$ cat config.mk
export PLATFORM = sky130hd
export DESIGN_NAME = uart_buffered_transmitter
export DESIGN_NICKNAME = d
export VERILOG_FILES = /design/src/rtl/uart_pkg.sv /design/src/rtl/sync_fifo.sv /design/src/rtl/uart_buffered_transmitter.sv
export SDC_FILE = /design/constraint.sdc
export NUM_CORES = 1
export LEC_CHECK = 0
export CAP_MARGIN = 20
export CORE_AREA = 8 8 89 91
export CTS_BUF_LIST = sky130_fd_sc_hd__clkbuf_8 sky130_fd_sc_hd__clkbuf_16
export DETAILED_ROUTE_END_ITERATION = 8
export DIE_AREA = 0 0 97 99
export GPL_ROUTABILITY_DRIVEN = 0
export PLACE_DENSITY = 0.85
export SLEW_MARGIN = 20
export SYNTH_ARGS = -nofsm -noshare
export SYNTH_HDL_FRONTEND = slang
export SYNTH_SLANG_ARGS = --single-unit
$ cat constraint.sdc
create_clock -name clk -period 3 [get_ports clk]
set_input_delay 0.6 -clock clk [delete_from_list [all_inputs] [get_ports clk]]
set_output_delay 0.6 -clock clk [all_outputs]
set_load 0.005 [all_outputs]
$ cat src/rtl/uart_pkg.sv
// Shared definitions for the UART transmit path (and a future receiver).
//   tx_state_t    : serialiser FSM states
//   PARITY_EVEN/ODD: encodings of the parity_type input
//   frame_cycles(): clocks per frame, for benches and higher-level models
package uart_pkg;

  typedef enum logic [2:0] {
    ST_IDLE,
    ST_START,
    ST_DATA,
    ST_PARITY,
    ST_STOP
  } tx_state_t;

  localparam logic PARITY_EVEN = 1'b0;
  localparam logic PARITY_ODD  = 1'b1;

  // Frame length in clk cycles; a prescale of 0 behaves like 1.
  function automatic int frame_cycles(input int data_width, input bit parity_en,
                                      input bit two_stop, input int prescale);
    int p;
    p = (prescale < 1) ? 1 : prescale;
    return (2 + data_width + int'(parity_en) + int'(two_stop)) * p;
  endfunction

endpackage

$ cat src/rtl/sync_fifo.sv
// Single-clock FIFO with occupancy count.
//   clk, reset : clock, asynchronous active-high reset (pointers/count only)
//   i_wr_en    : write request; ignored while full
//   i_wr_data  : data to enqueue
//   i_rd_en    : pop request; ignored while empty
//   o_rd_data  : head entry (valid whenever o_count != 0)
//   o_count    : occupied entries, registered
//   o_not_full : o_count < FIFO_DEPTH, derived from the registered count only
module sync_fifo #(
  parameter int DATA_WIDTH = 8,
  parameter int FIFO_DEPTH = 4
) (
  input  logic                          clk,
  input  logic                          reset,
  input  logic                          i_wr_en,
  input  logic [DATA_WIDTH-1:0]         i_wr_data,
  input  logic                          i_rd_en,
  output logic [DATA_WIDTH-1:0]         o_rd_data,
  output logic [$clog2(FIFO_DEPTH):0]   o_count,
  output logic                          o_not_full
);

  localparam int PTR_W = $clog2(FIFO_DEPTH);
  localparam int CNT_W = PTR_W + 1;

  logic [DATA_WIDTH-1:0] r_mem [FIFO_DEPTH];
  logic [PTR_W-1:0]      r_wr_ptr;
  logic [PTR_W-1:0]      r_rd_ptr;
  logic [CNT_W-1:0]      r_count;
  logic                  w_push;
  logic                  w_pop;

  assign o_not_full = (r_count != CNT_W'(FIFO_DEPTH));
  assign w_push     = i_wr_en && o_not_full;
  assign w_pop      = i_rd_en && (r_count != '0);

  // The head is read combinationally so the consumer can latch it on the
  // same edge that pops it.
  assign o_rd_data  = r_mem[r_rd_ptr];
  assign o_count    = r_count;

  // Storage carries no reset: stale contents are unreachable once the
  // pointers are cleared.
  always_ff @(posedge clk) begin
    if (w_push) r_mem[r_wr_ptr] <= i_wr_data;
  end

  // Depth is a power of two, so the pointers wrap naturally.
  always_ff @(posedge clk or posedge reset) begin
    if (reset) begin
      r_wr_ptr <= '0;
      r_rd_ptr <= '0;
      r_count  <= '0;
    end else begin
      if (w_push) r_wr_ptr <= r_wr_ptr + 1'b1;
      if (w_pop)  r_rd_ptr <= r_rd_ptr + 1'b1;
      case ({w_push, w_pop})
        2'b10:   r_count <= r_count + 1'b1;
        2'b01:   r_count <= r_count - 1'b1;
        default: r_count <= r_count;
      endcase
    end
  end

endmodule

$ cat src/rtl/uart_buffered_transmitter.sv
// UART transmitter with write FIFO and integrated baud divider.
//   clk, reset      : clock, asynchronous active-high reset
//   parity_enable   : append a parity bit
//   parity_type     : 0 even, 1 odd
//   two_stop_bits   : 0 one stop bit, 1 two stop bits
//   prescale        : clk cycles per bit (0 behaves as 1)
//   write_valid/data: host write into the FIFO
//   write_ready     : FIFO not full
//   fifo_count      : FIFO occupancy
//   fifo_overflow   : one-cycle pulse after a write offered while full
//   TX_out          : serial line, idle high (registered)
//   busy            : a frame is in progress (registered)
module uart_buffered_transmitter
  import uart_pkg::*;
#(
  parameter int DATA_WIDTH     = 8,
  parameter int FIFO_DEPTH     = 4,
  parameter int PRESCALE_WIDTH = 6
) (
  input  logic                        clk,
  input  logic                        reset,
  input  logic                        parity_enable,
  input  logic                        parity_type,
  input  logic                        two_stop_bits,
  input  logic [PRESCALE_WIDTH-1:0]   prescale,
  input  logic                        write_valid,
  input  logic [DATA_WIDTH-1:0]       write_data,
  output logic                        write_ready,
  output logic [$clog2(FIFO_DEPTH):0] fifo_count,
  output logic                        fifo_overflow,
  output logic                        TX_out,
  output logic                        busy
);

  localparam int PW    = PRESCALE_WIDTH;
  localparam int BIT_W = $clog2(DATA_WIDTH);
  localparam logic [BIT_W-1:0] LAST_BIT = BIT_W'(DATA_WIDTH - 1);

  tx_state_t             r_state, w_state_next;
  logic [PW-1:0]         r_div, w_div_next;
  logic [PW-1:0]         r_p;
  logic [PW-1:0]         w_p_in;
  logic [BIT_W-1:0]      r_bit, w_bit_next, w_bit_inc;
  logic                  r_tx, w_tx_next;
  logic                  r_busy;
  logic [DATA_WIDTH-1:0] r_data;
  logic                  r_par_en, r_par_type, r_two_stop;
  logic                  r_overflow;
  logic                  w_pop;
  logic                  w_tick;
  logic                  w_parity;
  logic [DATA_WIDTH-1:0] w_fifo_data;
  logic                  w_ready;

  sync_fifo #(
    .DATA_WIDTH (DATA_WIDTH),
    .FIFO_DEPTH (FIFO_DEPTH)
  ) u_fifo (
    .clk        (clk),
    .reset      (reset),
    .i_wr_en    (write_valid),
    .i_wr_data  (write_data),
    .i_rd_en    (w_pop),
    .o_rd_data  (w_fifo_data),
    .o_count    (fifo_count),
    .o_not_full (w_ready)
  );

  assign w_p_in    = (prescale == '0) ? PW'(1) : prescale;
  assign w_tick    = (r_div == '0);
  assign w_bit_inc = r_bit + 1'b1;
  assign w_parity  = (^r_data) ^ r_par_type;

  assign write_ready   = w_ready;
  assign fifo_overflow = r_overflow;
  assign TX_out        = r_tx;
  assign busy          = r_busy;

  // Next-state logic also computes the next line level, so TX_out is a
  // flop output and never glitches. The divider is reloaded on every state
  // (or stop-bit) entry; a new frame uses the live prescale because the
  // latched copy only updates on that same edge.
  always_comb begin
    w_state_next = r_state;
    w_div_next   = r_div;
    w_bit_next   = r_bit;
    w_tx_next    = r_tx;
    w_pop        = 1'b0;
    case (r_state)
      ST_IDLE: begin
        w_tx_next = 1'b1;
        if (fifo_count != '0) begin
          w_pop        = 1'b1;
          w_state_next = ST_START;
          w_div_next   = w_p_in - PW'(1);
          w_tx_next    = 1'b0;
        end
      end
      ST_START: begin
        if (w_tick) begin
          w_state_next = ST_DATA;
          w_bit_next   = '0;
          w_div_next   = r_p - PW'(1);
          w_tx_next    = r_data[0];
        end else begin
          w_div_next = r_div - PW'(1);
        end
      end
      ST_DATA: begin
        if (w_tick) begin
          w_div_next = r_p - PW'(1);
          if (r_bit == LAST_BIT) begin
            w_bit_next = '0;
            if (r_par_en) begin
              w_state_next = ST_PARITY;
              w_tx_next    = w_parity;
            end else begin
              w_state_next = ST_STOP;
              w_tx_next    = 1'b1;
            end
          end else begin
            w_bit_next = w_bit_inc;
            w_tx_next  = r_data[w_bit_inc];
          end
        end else begin
          w_div_next = r_div - PW'(1);
        end
      end
      ST_PARITY: begin
        if (w_tick) begin
          w_state_next = ST_STOP;
          w_bit_next   = '0;
          w_div_next   = r_p - PW'(1);
          w_tx_next    = 1'b1;
        end else begin
          w_div_next = r_div - PW'(1);
        end
      end
      ST_STOP: begin
        // r_bit counts stop bits here.
        if (w_tick) begin
          if (r_two_stop && (r_bit == '0)) begin
            w_bit_next = BIT_W'(1);
            w_div_next = r_p - PW'(1);
          end else if (fifo_count != '0) begin
            // Back-to-back frame: no idle bit in between.
            w_pop        = 1'b1;
            w_state_next = ST_START;
            w_div_next   = w_p_in - PW'(1);
            w_tx_next    = 1'b0;
          end else begin
            w_state_next = ST_IDLE;
            w_div_next   = '0;
            w_bit_next   = '0;
            w_tx_next    = 1'b1;
          end
        end else begin
          w_div_next = r_div - PW'(1);
        end
      end
      default: begin
        w_state_next = ST_IDLE;
        w_div_next   = '0;
        w_bit_next   = '0;
        w_tx_next    = 1'b1;
      end
    endcase
  end

  always_ff @(posedge clk or posedge reset) begin
    if (reset) begin
      r_state    <= ST_IDLE;
      r_div      <= '0;
      r_bit      <= '0;
      r_tx       <= 1'b1;
      r_busy     <= 1'b0;
      r_overflow <= 1'b0;
      r_data     <= '0;
      r_par_en   <= 1'b0;
      r_par_type <= 1'b0;
      r_two_stop <= 1'b0;
      r_p        <= PW'(1);
    end else begin
      r_state    <= w_state_next;
      r_div      <= w_div_next;
      r_bit      <= w_bit_next;
      r_tx       <= w_tx_next;
      r_busy     <= (w_state_next != ST_IDLE);
      r_overflow <= write_valid && !w_ready;
      // Frame configuration is frozen at the pop.
      if (w_pop) begin
        r_data     <= w_fifo_data;
        r_par_en   <= parity_enable;
        r_par_type <= parity_type;
        r_two_stop <= two_stop_bits;
        r_p        <= w_p_in;
      end
    end
  end

endmodule

### After elaboration in Yosys (flattened, before gate mapping)

Memory sizes are Yosys's and may differ from the RTL's. A register that Yosys moved wholly into a read port is not among the register bits.
Index checks and enable logic that the tools add are counted.

* memory bits (writable): 32
* latch bits: 0
* input port bits: 20
* memories: 1
* flip-flop bits (word level): 31
* ROM bits: 0

* reductions and logical operators: 17
* divide/modulo/power cells: 0
* bitwise operators: 2
* multiplexer cells: 42
* add/sub/neg operators: 8
* magnitude comparators: 1
* equal/unequal tests: 16
* multipliers: 0
* shift operators: 0

Memory list
* u_fifo.r_mem: words 4, bits a word 8, read ports 1, clocked after memory_dff 1, write ports 1, line sync_fifo.sv:26 `logic [DATA_WIDTH-1:0] r_mem [FIFO_DEPTH];`

Operators by type and width (number)
* 2-to-1 mux 3 bit: 14
* 2-to-1 mux 6 bit: 6
* case mux 6 bit (3 select lines): 1
* subtractor 6 x 1 -> 6 bit, second input constant: 3
* 2-to-1 mux 1 bit: 15
* case mux 3 bit (5 select lines): 1
* logical NOT 6 bit: 2
* inequality test 2 bit, second input constant: 6
* case mux 3 bit (4 select lines): 1
* AND reduction 5 bit: 2
* XOR reduction 8 bit: 1
* adder 3 x 1 -> 3 bit, second input constant: 2
* == test 3 x 2 -> 1 bit, second input constant: 2
* == test 3 bit, second input constant: 2
* logical NOT 3 bit: 2
* inequality test 3 bit, second input constant: 2
* case mux 3 bit (2 select lines): 1
* nonzero test 3 bit: 2
* case mux 1 bit (5 select lines): 1
* adder 2 x 1 -> 2 bit, second input constant: 2
* logical AND 1 bit: 4
* less-than comparator 3 x 4 -> 1 bit, second input constant: 1
* binary-select mux 1 bit (select 3 bit): 1
* == test 3 x 1 -> 1 bit, second input constant: 1
* other kinds (11): 11

### Depth between registers and ports, before layout

* word-level depth: 8
* depth in mapped cells: 14
* depth with buffers taken out: 12

### By module

A second synthesis with hierarchy kept.

* cell total of the unflattened synthesis: 291
* area total of the unflattened synthesis: 3657.3 µm²

By module, submodules not included
* uart_buffered_transmitter: area an instance 2078.2 µm², cells each 212, times used 1
* sync_fifo: area an instance 1579.0 µm², cells each 79, times used 1

### Worst setup path after synthesis

No wires, ideal clock.

* kind: register -> register
* start point: register r_div[2]
* end point: register u_fifo.r_count[2] (netlist: u_fifo.o_count[2])
* cell stages (with the launch flop): 13
* arrival time: 2.509 ns
* clock period less this slack: 2.588 ns
* required time: 2.921 ns
* path slack: 0.412 ns
* setup time: 0.079 ns
* cell sequence: dfrtp_1 -> or3_1 -> buf_6 -> nor3_4 -> o21ai_2 -> inv_2 -> buf_4 -> ha_1 -> inv_1 -> fa_1 -> xor2_1 -> nor2_1 -> xor2_1

* cells in the longest elaborated chain, start to end: 6

Ends and longest elaborated chain
* from (decl): line uart_buffered_transmitter.sv:40 `logic [PW-1:0] r_div, w_div_next;`
* from (signal assigned): line uart_buffered_transmitter.sv:185 `r_div <= w_div_next;`
* logical NOT 6 bit *: line uart_buffered_transmitter.sv:70 `assign w_tick = (r_div == '0);`
* 2-to-1 mux 1 bit *: line uart_buffered_transmitter.sv:141 `if (w_tick) begin`
* case mux 1 bit (2 select lines) *: line uart_buffered_transmitter.sv:89 `case (r_state)`
* logical AND 1 bit *: line sync_fifo.sv:35 `assign w_pop = i_rd_en && (r_count != '0);`
* net u_fifo.w_pop: line sync_fifo.sv:31 `logic w_pop;`
* == test 2 x 1 -> 1 bit / == test 2 bit (equally long branches): line sync_fifo.sv:57 `case ({w_push, w_pop})`
* case mux 3 bit (2 select lines) / nonzero test 2 bit (equally long branches)
* to (signal assigned): line sync_fifo.sv:58 `2'b10: r_count <= r_count + 1'b1;`
* to (signal assigned): line sync_fifo.sv:59 `2'b01: r_count <= r_count - 1'b1;`
* to (signal assigned): line sync_fifo.sv:60 `default: r_count <= r_count;`
* to (decl): line sync_fifo.sv:29 `logic [CNT_W-1:0] r_count;`

The timed path passes the listed nets; every way through them passes the cells marked *.
A chain may end at the register's enable or synchronous reset.

### Worst setup path after layout

* start point: register r_div[2]
* end point: register u_fifo.r_count[2] (netlist: u_fifo.o_count[2])

* cells in the longest elaborated chain, start to end: 6

Ends and longest elaborated chain (line)
* logical NOT 6 bit *: uart_buffered_transmitter.sv:70
* 2-to-1 mux 1 bit *: uart_buffered_transmitter.sv:141
* case mux 1 bit (2 select lines) *: uart_buffered_transmitter.sv:89
* logical AND 1 bit *: sync_fifo.sv:35
* == test 2 x 1 -> 1 bit / == test 2 bit (equally long branches): sync_fifo.sv:57
* case mux 3 bit (2 select lines) / nonzero test 2 bit (equally long branches)

Every way passes the cells marked *; elsewhere a longest branch is shown, timed or not.

==> impl_metrics.tcl <==
set metrics [dict create \
    syn_nets 356 \
    finalSetupViolCount 0 \
    die_x_um 97 \
    fmax_mhz 388.3 \
    p_comb_share_pct 40.7 \
    hold_buffers 0 \
    synth_ff_type "dfrtp_1" \
    startpoint_type "flop" \
    clk_pin_slew_worst_paths_ns 0.08 \
    post-place-ws_ns 0.4130 \
    path_class "flop to flop" \
    synth_cells 323 \
    switchingPower_mw 1.578 \
    dpl.cell_count 422 \
    antenna_found_initial 0 \
    tightest_slew_ns 0.6469 \
    wirelength_mm 7.288 \
    p_int_mw 2.611 \
    ir_worst_vdd_v 0.0005343 \
    crit_fanout 7 \
    worstPathRequired_ns 3.29 \
    core_um2 6569 \
    maxCapViolCount 0 \
    ys_seq_area_share_pct 53.36 \
    cts_max_level 3 \
    clockPowerShare_pct 18.8 \
    cts_resized 0 \
    holdWs_ns 0.4857 \
    start_util_pct 55.33 \
    overflow 0 \
    dr.pass1.iters 5 \
    antennaDiodeCount 0 \
    grt_start_max_net_pins 40 \
    grt_use_total_pct 15.80 \
    cts_made_buffers 9 \
    crit_chain "or3_1 > nor3_4 > o21ai_2 > inv_2 > ha_1 > inv_1 > fa_1 > xor2_1 > nor2_1 > xor2_1" \
    avgSynthCellArea_um2 11.25 \
    yosysWarnings 0 \
    first_iter_violations 198 \
    die-area_um2 9603 \
    slowest_stage "or3_1" \
    netlist_area_um2 3635 \
    critPathMostFrequentCell "xor2_1" \
    cp_num_buf_inv 2 \
    synth_cell_types 48 \
    hold_viol_final 0 \
    synth-seq-cells 71 \
    setup_ws_ns 0.4246 \
    tns_ns 0 \
    critPathTopFamily "simple AND/OR/NAND/NOR gates" \
    critPathArrivalTime_ns 2.86 \
    die_y_um 99 \
    period_share_pct 85.85 \
    max_stage_delay_ns 0.53 \
    p_total_mw 4.189 \
    async_reset_ff_share_pct 54.93 \
    cts_setup_buffers 0 \
    swShare_pct 37.66 \
    io_pins 27 \
    hold_path.class "flop to flop" \
    routedWlPerCell_um 16.64 \
    fin_cells 438 \
    rows 30 \
    skew_ns 0.009768 \
    vias_per_cell 5.792 \
    rsz0062_at_grt "no" \
    grt_pass1_wl_mm 12.31 \
    cts.sinks 71 \
    layout_min_cycle_time_ns 2.575 \
    dpl.hpwl_mm 5.187 \
    slew-limit-headroom_pct 56.87 \
    syn2layout_area_growth_pct 14.42 \
    cts_tree "yes" \
    clockBufferDepth 2 \
    status "finished, final reports clean" \
    clk-insertion-delay-late_ns 0.35 \
    drive_gt1_share_pct 12.57 \
    fin_nets 386 \
    drc 0 \
    synth-edff-count 32 \
    powerDensity_nw_per_um2 1007 \
    grt_pass1_vias 2507 \
    p_seq_share_pct 40.5 \
    root_buffer "clkbuf_8" \
    io_buffers 26 \
    p_leak_nw 1.693 \
    slew_violations 0 \
    crit_path_end_kind "flop" \
    ant_nets 0 \
    num_vias 2537 \
]
==> Yosys cell counts (3+ instances only) <==
library cell  number  area share (%)
ha_1              12             4.1
o21ai_0           18             2.5
buf_2              4            0.55
xnor2_1           17             4.1
nand2_1           59             6.1
inv_1             19             2.0
nor2_1            16             1.7
nor3_1            10             1.4
buf_4              3            0.62
or3_1              6             1.0
mux2_2             3            0.93
o211ai_1           3            0.62
xor2_1             5             1.2
a21oi_1           12             1.7
dfrtp_1           37              25
a22oi_1            3            0.62
mux2i_1            3            0.83
mux4_2            10             6.2
edfxtp_1          32              26
nand3_1            3            0.41
a31oi_1            5            0.86
and3_1             7             1.2
==> layout by cell type (no fill, tap or decap), drive strengths merged, types with 2 or more instances in the layout <==
master         netlist  routed
a22oi                3       3
and3                 7       7
mux2                 3       3
nor3                11      11
mux2i                3       3
dfrtp               37      37
nand2               59      59
edfxtp              32      32
buf                 11       5
nand2b               2       2
clkinv               0       2
ha                  12      12
xnor2               17      17
o21ai               20      20
a32oi                2       2
a22o                 3       3
clkdlybuf4s50        0      26
a31oi                5       5
dfstp                2       2
nor2                18      18
o311ai               2       2
nand3b               2       2
o211ai               3       3
xor2                 5       5
o22ai                2       2
a21oi               12      12
nand3                3       3
mux4                10      10
clkbuf               1       9
or3                  6       6
inv                 20      23
==> worst paths after layout <==
path,startpoint,to,slack [ns],depth (start not counted)
worst max-delay path,r_div[2],u_fifo.o_count[2],0.42,10
worst min-delay path,TX_out,TX_out,0.49,2
worst max register to register,r_div[2],u_fifo.o_count[2],0.42,10
worst min register to register,TX_out,TX_out,0.49,2
max in group asynchronous,reset,r_p[0],1.96,3
min in group asynchronous,reset,r_p[5],0.67,3
==> layout make-up <==
cell class / instances / area (um^2)
flip-flops and latches: 71 / 1939
multi-input cells: 220 / 1543
clock inverters: 7 / 80.08
fillers: 501 / 2410
inverters: 20 / 75.07
well taps: 80 / 100.1
clock buffers: 9 / 123.9
repair buffers: 31 / 297.8
==> per-stage QoR <==
step / util (%) / cell area [um^2]
after detailed placement: 60.21 / 3955
after CTS: 63.31 / 4159
after floorplan: - / 3635
after global placement: 60.21 / 3955
after global routing: 63.31 / 4159
final: 63.31 / 4159
==> power groups by stage <==
stage               clock network (mW)  registers (mW)  logic (mW)
global route                     0.844            1.75        1.90
CTS                              0.807            1.70        1.72
detailed placement                   0            1.71        1.71
floorplan                            0            1.57        1.39
global placement                     0            1.68        1.63
finish                           0.787            1.70        1.70
==> worst min-delay path, stage by stage, from the launching register on <==
cell	delay [ns]
dfstp_2	0.38
inv_1	0.04
a22oi_1	0.07
==> sequential cells by signal, summed over array words and instances (netlist names) <==
register,count
r_div,6
u_fifo.r_rd_ptr,2
TX_out,1
r_bit,3
fifo_overflow,1
r_par_type,1
r_par_en,1
r_data,8
r_state,3
u_fifo.o_count,3
r_two_stop,1
u_fifo.r_wr_ptr,2
busy,1
u_fifo.r_mem,32
r_p,6
==> metal layers <==
| layer | vias up | GRT usage [%] | wire length, um |
|---|---|---|---|
| met5 | - | 0 | 0 |
| met4 | 0 | 6.627 | 153 |
| met3 | 14 | 3.709 | 400 |
| met2 | 89 | 25.94 | 3639 |
| met1 | 1231 | 19.46 | 3095 |
| li1 | 1203 | - | - |
==> logic make-up (layout without fill, tap and decap cells) <==
group | count (synthesis) | after routing | synth area share, %
AO/OA/AOI/OAI | 55 | 55 | 9.605
XOR/XNOR | 23 | 23 | 5.921
adder cells (fa/ha/maj) | 13 | 13 | 4.681
buffers and inverters | 32 | 67 | 4.199
flip-flops | 71 | 71 | 53.36
multiplexers | 16 | 16 | 7.952
AND/OR/NAND/NOR | 113 | 113 | 14.29
Power figures use the tool's default switching activity.
